===== config.mk =====
export PLATFORM = sky130hd
export DESIGN_NAME = score_keeper
export DESIGN_NICKNAME = d
export VERILOG_FILES = /design/src/rtl/score_keeper.sv
export SDC_FILE = /design/constraint.sdc
export NUM_CORES = 1
export LEC_CHECK = 0
export BUFFER_PORTS_ARGS = -buffer_cell sky130_fd_sc_hd__buf_2
export CAP_MARGIN = 10
export CORE_ASPECT_RATIO = 1.1
export CORE_MARGIN = 4
export CORE_UTILIZATION = 35
export CTS_CLUSTER_SIZE = 16
export DETAILED_ROUTE_END_ITERATION = 10
export PLACE_DENSITY_LB_ADDON = 0.2
export SLEW_MARGIN = 20
export SYNTH_ARGS = -nofsm -noshare
export SYNTH_HDL_FRONTEND = slang
export SYNTH_SLANG_ARGS = --single-unit

===== constraint.sdc =====
create_clock -name clk -period 6.3 [get_ports clk]
set_input_delay 0.63 -clock clk [delete_from_list [all_inputs] [get_ports clk]]
set_output_delay 0.63 -clock clk [all_outputs]
set_load 0.05 [all_outputs]

===== src/rtl/score_keeper.sv =====
`default_nettype none
// ============================================================================
//  Module      : score_keeper
//  Description : Running score and best score for the goose-run game.
//                A prescaler awards +1 point every PTS_DIV clocks while a run
//                is in progress. Each bonus pulse adds BONUS points. The score
//                saturates at SCORE_MAX. When the game ends, the high score is
//                updated and the new-record flag is raised.
//  Revision    : 1.0 - initial release
// ----------------------------------------------------------------------------
//  Ports
//    clk          : system clock, rising edge
//    rst_n        : asynchronous active-low reset
//    start_i      : 1-cycle pulse, begin a new run (IDLE/OVER only)
//    game_over_i  : 1-cycle pulse, end the current run (RUN only)
//    bonus_i      : 1-cycle pulse, add BONUS points (RUN only)
//    score_o      : current run score, registered
//    score_hi_o   : best score since reset, registered
//    new_record_o : set when the last run beat the previous best
//    running_o    : 1 while a run is in progress
// ============================================================================
module score_keeper #(
    parameter int unsigned PTS_DIV   = 1_250_000,
    parameter int unsigned BONUS     = 10,
    parameter int unsigned SCORE_MAX = 9999
) (
    input  logic        clk,
    input  logic        rst_n,
    input  logic        start_i,
    input  logic        game_over_i,
    input  logic        bonus_i,
    output logic [31:0] score_o,
    output logic [31:0] score_hi_o,
    output logic        new_record_o,
    output logic        running_o
);

    // ------------------------------------------------------------------------
    // Constants
    // ------------------------------------------------------------------------
    localparam logic [1:0]  ST_IDLE    = 2'd0;
    localparam logic [1:0]  ST_RUN     = 2'd1;
    localparam logic [1:0]  ST_OVER    = 2'd2;

    localparam logic [23:0] PRESC_LAST = 24'(PTS_DIV - 1);
    localparam logic [32:0] BONUS_W    = 33'(BONUS);
    localparam logic [32:0] MAX_W      = 33'(SCORE_MAX);

    // ------------------------------------------------------------------------
    // State and datapath registers
    // ------------------------------------------------------------------------
    logic [1:0]  state_q, state_d;
    logic [23:0] presc_q, presc_d;
    logic [31:0] score_q, score_d;
    logic [31:0] hi_q,    hi_d;
    logic        nr_q,    nr_d;

    logic        tick_w;
    logic [32:0] sum_w;
    logic [31:0] clamped_w;

    // ------------------------------------------------------------------------
    // FSM: state register
    // ------------------------------------------------------------------------
    always_ff @(posedge clk or negedge rst_n) begin
        if (!rst_n) begin
            state_q <= ST_IDLE;
        end else begin
            state_q <= state_d;
        end
    end

    // ------------------------------------------------------------------------
    // FSM: next-state logic
    // game_over has priority over start in RUN, because start is ignored there.
    // ------------------------------------------------------------------------
    always_comb begin
        state_d = state_q;
        case (state_q)
            ST_IDLE, ST_OVER: begin
                if (start_i) begin
                    state_d = ST_RUN;
                end
            end
            ST_RUN: begin
                if (game_over_i) begin
                    state_d = ST_OVER;
                end
            end
            default: state_d = ST_IDLE;
        endcase
    end

    // ------------------------------------------------------------------------
    // FSM: outputs
    // ------------------------------------------------------------------------
    always_comb begin
        running_o = (state_q == ST_RUN);
    end

    // ------------------------------------------------------------------------
    // Score arithmetic
    // The sum uses one extra bit, so a bonus near the ceiling cannot wrap
    // before the clamp is applied.
    // ------------------------------------------------------------------------
    always_comb begin
        tick_w    = (presc_q == PRESC_LAST);
        sum_w     = {1'b0, score_q}
                  + (tick_w  ? 33'd1   : 33'd0)
                  + (bonus_i ? BONUS_W : 33'd0);
        clamped_w = (sum_w > MAX_W) ? MAX_W[31:0] : sum_w[31:0];
    end

    // ------------------------------------------------------------------------
    // Datapath next-state logic
    // ------------------------------------------------------------------------
    always_comb begin
        presc_d = presc_q;
        score_d = score_q;
        hi_d    = hi_q;
        nr_d    = nr_q;
        case (state_q)
            ST_IDLE, ST_OVER: begin
                if (start_i) begin
                    presc_d = 24'd0;
                    score_d = 32'd0;
                    nr_d    = 1'b0;
                end
            end
            ST_RUN: begin
                // The prescaler keeps counting at saturation. Only the score holds.
                presc_d = tick_w ? 24'd0 : (presc_q + 24'd1);
                score_d = clamped_w;
                // The comparison uses the post-update score. A tie does not
                // count as a new record.
                if (game_over_i && (clamped_w > hi_q)) begin
                    hi_d = clamped_w;
                    nr_d = 1'b1;
                end
            end
            default: begin
                presc_d = 24'd0;
                score_d = 32'd0;
            end
        endcase
    end

    // ------------------------------------------------------------------------
    // Datapath registers
    // ------------------------------------------------------------------------
    always_ff @(posedge clk or negedge rst_n) begin
        if (!rst_n) begin
            presc_q <= 24'd0;
            score_q <= 32'd0;
            hi_q    <= 32'd0;
            nr_q    <= 1'b0;
        end else begin
            presc_q <= presc_d;
            score_q <= score_d;
            hi_q    <= hi_d;
            nr_q    <= nr_d;
        end
    end

    assign score_o      = score_q;
    assign score_hi_o   = hi_q;
    assign new_record_o = nr_q;

endmodule
`default_nettype wire


# Word level (Yosys, flattened, before mapping)
# Index checks and enable logic that the tools add are counted.
[word_totals]
out_inout_bits = 66
reg_bits = 91
elab_cells = 37
[op_classes]
n_reduce_logical = 7
addsub = 3
eq_ne = 6
magnitude_cmp = 2
muxes = 14
[ops]
columns = ["operator", "count"]
rows = [
  ["32-bit 2-to-1 mux", 2],
  ["32-bit one-hot mux with 2 select lines", 1],
  ["24-bit 2-to-1 mux", 2],
  ["24-bit one-hot mux with 2 select lines", 1],
  ["32-bit by 1-bit adder with 33-bit output", 1],
  ["33-bit by 4-bit adder with 33-bit output", 1],
  ["33-bit by 14-bit > comparator with 1-bit output (second input constant)", 1],
  ["32-bit > comparator", 1],
  ["24-bit by 1-bit adder with 24-bit output (second input constant)", 1],
  ["24-bit by 21-bit equality test with 1-bit output (second input constant)", 1],
  ["2-bit 2-to-1 mux", 2],
  ["4-bit 2-to-1 mux", 1],
  ["2-bit != test (second input constant)", 2],
  ["2-bit one-hot mux with 2 select lines", 1],
  ["2-bit AND reduction", 2],
  ["1-bit 2-to-1 mux", 3],
  ["3-bit AND reduction", 1],
  ["2-bit by 1-bit equality test with 1-bit output (second input constant)", 1],
  ["2-bit equality test (second input constant)", 1],
  ["2-bit zero test", 1],
  ["2-bit by 1-bit != test with 1-bit output (second input constant)", 1],
  ["1-bit one-hot mux with 2 select lines", 1],
  ["2-bit nonzero test", 1],
  ["2-bit OR reduction", 1],
  ["1-bit logical AND", 1],
]

# Depth between registers and ports, before layout
[depth]
depth_word = 10
depth_mapped = 25
ltp_nobuf = 22

# Least setup slack after synthesis
# OpenSTA, ideal clock, no wires.
[synth_timing]
path_type = "register to register"
startpoint = "register presc_q[8]"
endpoint = "register hi_q[11] (netlist: score_hi_o[11])"
t_arrival_ns = 5.375
path_stages_with_launch = 24
path_slack_ns = 0.800
required_ns = 6.175
cell_sequence = "dfrtp_1 -> nor4b_1 -> nand4_1 -> nor4_1 -> ha_1 -> fa_1 -> buf_2 -> a31oi_4 -> nor4_1 -> mux2_2 -> o21ai_0 -> and4_1 -> and3_4 -> buf_6 -> nand2b_1 -> ha_1 -> and4_1 -> and3_1 -> o21ai_0 -> a21oi_1 -> o41a_1 -> o21ai_2 -> clkbuf_1 -> mux2_2"
[synth_via]
elab_chain_len = 9
[synth_rtl]
columns = ["item", "line_no", "text"]
rows = [
  ["start, declared", "53", "logic [23:0] presc_q, presc_d;"],
  ["start signal, assigned", "158", "presc_q <= presc_d;"],
  ["24-bit by 21-bit equality test with 1-bit output *", "107", "tick_w = (presc_q == PRESC_LAST);"],
  ["1-bit 2-to-1 mux *", "109", "+ (tick_w ? 33'd1 : 33'd0)"],
  ["32-bit by 1-bit adder with 33-bit output *", "109", ""],
  ["33-bit by 4-bit adder with 33-bit output *", "110", "+ (bonus_i ? BONUS_W : 33'd0);"],
  ["33-bit by 14-bit > comparator with 1-bit output", "111", "clamped_w = (sum_w > MAX_W) ? MAX_W[31:0] : sum_w[31:0];"],
  ["32-bit 2-to-1 mux *", "111", ""],
  ["net clamped_w[10]", "60", "logic [31:0] clamped_w;"],
  ["32-bit > comparator *", "136", "if (game_over_i && (clamped_w > hi_q)) begin"],
  ["1-bit logical AND *", "136", ""],
  ["2-bit AND reduction (no line) *", "n/a", ""],
  ["end signal, assigned", "160", "hi_q <= hi_d;"],
  ["end, declared", "55", "logic [31:0] hi_q, hi_d;"],
]
# The timed path passes the listed nets; every way through them passes the cells marked *.
# A chain may end at the register's enable or synchronous reset.

# Final worst setup path
[layout_timing]
startpoint = "register presc_q[8]"
endpoint = "register hi_q[3] (netlist: score_hi_o[3])"
# Same word-level chain as after synthesis.

==> results.cfg <==
[synthesis]
async_reset_ff_frac = 1.00
synthXorXnorAreaFrac = 0.0206
synthSimpleGateAreaFrac = 0.231
synth_edf_count = 0
ys_seq_area_frac = 0.411
netlist_area_sq_um = 5540
synth_cell_type_count = 72
syn_avg_cell_area_sq_um = 9.23
synth_flop_cell = dfrtp_1
synth_compound_area_frac = 0.168
muxShareOfSynthArea = 0.0262
synth-adder-area-share = 0.0850
synth_top_family_by_area = simple AND/OR/NAND/NOR gates
yosys_warnings = 0
ys_ff_latch = 91
syn_inst = 600

[floorplan]
die_h_um = 140
die_w_um = 128
core-area_sq_um = 15300
start_util = 0.362
ios = 71
rows = 47
dieArea_sq_um = 17900

[clocking]
cts_root_buf = clkbuf_16
worstSkewPairLatency_ns = 0.35
cts_sinks = 91
cts_buffer_depth = 2
clk_pin_slew_ns = 0.07
cts_hold_buf = 0
cts_max_level = 3
numCtsBuffers = 9
cts_tree = done

[timing]
finClkSkew_ns = 0.00808
worst_pin_slew_ns = 0.892
finalHoldViolations = 0
slew_headroom = 0.403
min_period_ns = 5.82
finalCritPeriodShare = 0.923
fmax_mhz = 172
slew_violations = 0
finalSetupViolations = 0

[drt]
routedWlPerCell_um = 15.9
drc = 0
post_drt_via_cell_ratio = 5.41
drtPass1Iterations = 5
ant_nets = 0
drtIter0Drc = 280
wl_um = 13900
vias = 4725

[run_status]
status = complete, no violations

[global_routing]
grt_pass1_wl_um = 23300
grt_max_degree = 54
grt-ovfl-total = 0
track_usage = 0.159
grt_pass1_vias = 4575
grt_antenna_before_repair = 0

[critical_path]
crit_buf_inv = 2
critical_path_class = reg2reg
r2r-start = presc_q[8]
critPathMaxStageDelay_ns = 0.44
arrival_ns = 6.05
crit_path_max_fanout = 37
worst_ep_required_time_ns = 6.54
start_kind = register
rr_endpoint = score_hi_o[3]
crit_chain = nor4b_1 > nand4_1 > nor4_2 > ha_1 > fa_2 > a31oi_4 > nor4_1 > mux2_2 > o21ai_0 > and4_1 > nand3_1 > buf_4 > nor2_1 > ha_1 > o21a_1 > o21ai_0 > a21oi_1 > o41a_1 > o21ai_2 > buf_6 > mux2_2
end_kind = register
regToRegSetupSlack_ns = 0.48
critPathTopFamily = simple AND/OR/NAND/NOR gates
crit_slowest_cell = dfrtp_1
r2r_cells = 21

[pwr]
peakVddDrop_uv = 133
leakagePower_nw = 3.05
p_per_area_nw_per_um2 = 267

[placement]
dp.cells = 858
routabilityCongestion = 0.873
postPlaceCellArea_sq_um = 6070
dp_hpwl_um = 10100
port_buffers = 70

[final_layout]
fillerInstances = 1523
drive_gt1_frac = 0.183
areaGrowthSynthToFinish_pct = 16.0
final_cell_count_no_fill = 874
nets = 715
antenna_cells = 0
final_cell_area_sq_um = 6420

[job]
drv_cap = 0

[min_path]
hold_class = in2async
## synthesized netlist by cell type (4+ instances only)
cell type,number,area [sq um]
nor3_1,9,45.0
clkbuf_1,16,60.1
o211ai_1,6,45.0
nor2b_1,7,43.8
and4_1,6,52.6
a21oi_1,20,100
a31oi_1,13,81.3
nor4_1,5,31.3
mux2_2,12,135
xnor2_1,5,43.8
o21ai_0,53,265
nor3b_1,4,30.0
and3_1,14,87.6
ha_1,36,450
nand3_1,20,100
nand2_1,58,218
dfrtp_1,91,2280
buf_4,7,52.6
nand2b_1,6,37.5
and2_1,36,225
xor2_1,8,70.1
inv_1,40,150
nor2_1,32,120
o21a_1,4,30.0
a22o_1,4,35.0
nand4_1,17,106
## routing by layer
layer  vias up  routed length [um]  track usage  share of wire
li1       2285                   -            -              -
met1      2305                6540        0.223           0.47
met2       119                6430        0.247           0.46
met3        16                 713       0.0289          0.051
met4         0                 234       0.0564          0.017
met5         -                   0            0              0
## metrics by stage
step / worst slack, ns / utilization / setup TNS (ns) / total power, mW / hold WS, ns
after global placement: 0.510 / 0.397 / 0 / 1.12 / 0.439
after detailed placement: 0.310 / 0.397 / 0 / 1.13 / 0.444
after global routing: -0.0257 / 0.420 / -0.160 / 1.80 / 0.277
final: 0.483 / 0.420 / 0 / 1.72 / 0.242
after floorplan: 0.800 / - / 0 / 1.01 / 0.334
after CTS: 0.276 / 0.419 / 0 / 1.73 / 0.255
## cell usage in the layout, fill, tap and decap left out, types with 6 or more instances in the layout
master	count
a21oi_1	20
a31oi_1	13
and2_1	36
and3_1	14
and4_1	6
buf_2	69
clkbuf_16	9
conb_1	18
dfrtp_1	91
ha_1	36
inv_1	40
mux2_2	12
nand2_1	58
nand2b_1	6
nand3_1	20
nand4_1	17
nor2_1	31
nor2b_1	7
nor3_1	9
o211ai_1	6
o21ai_0	53
xor2_1	8
## flip-flops by register name (all words and copies together), names as in the netlist
name,count
score_o,32
state_q,2
presc_q,24
score_hi_o,32
new_record_o,1
## cells by family (layout without fill, tap and decap cells)
| kind of cell | count (synthesis) | count (layout) |
|---|---|---|
| AND/OR/NAND/NOR | 234 | 234 |
| AO/OA/AOI/OAI | 141 | 141 |
| flip-flops | 91 | 91 |
| buffers and inverters | 70 | 131 |
| adder cells (fa/ha/maj) | 37 | 37 |
| XOR/XNOR | 13 | 13 |
| multiplexers | 13 | 13 |
| other | 1 | 18 |
## layout make-up
type	instances	area, sq um	area share
clock inverters	6	88.8	0.0138
flip-flops and latches	91	2280	0.355
repair buffers	75	394	0.0614
multi-input cells	456	3030	0.471
inverters	40	150	0.0234
clock buffers	10	239	0.0372
well taps	196	245	0.0382
## worst max path at each step
stage,start,endpoint,cells past startpoint
5_1_grt,presc_q[8],score_hi_o[11],21
3_5_place_dp,presc_q[13],score_hi_o[3],21
2_1_floorplan,presc_q[8],score_hi_o[11],23
4_1_cts,presc_q[13],score_hi_o[3],21
3_3_place_gp,presc_q[13],score_hi_o[5],21
6_report,presc_q[8],score_hi_o[3],21
## power breakdown
group / switching [mW] / internal, mW
Combinational: 0.316 / 0.141
Sequential: 0.0401 / 0.624
Clock: 0.236 / 0.358
## what timing repair did
item | CTS | global route
endpoints found under the setup margin | 0 | 33
resized for setup | 0 | 4
buffers inserted | 0 | 0
Note: power is estimated with default switching activity, not from simulation.
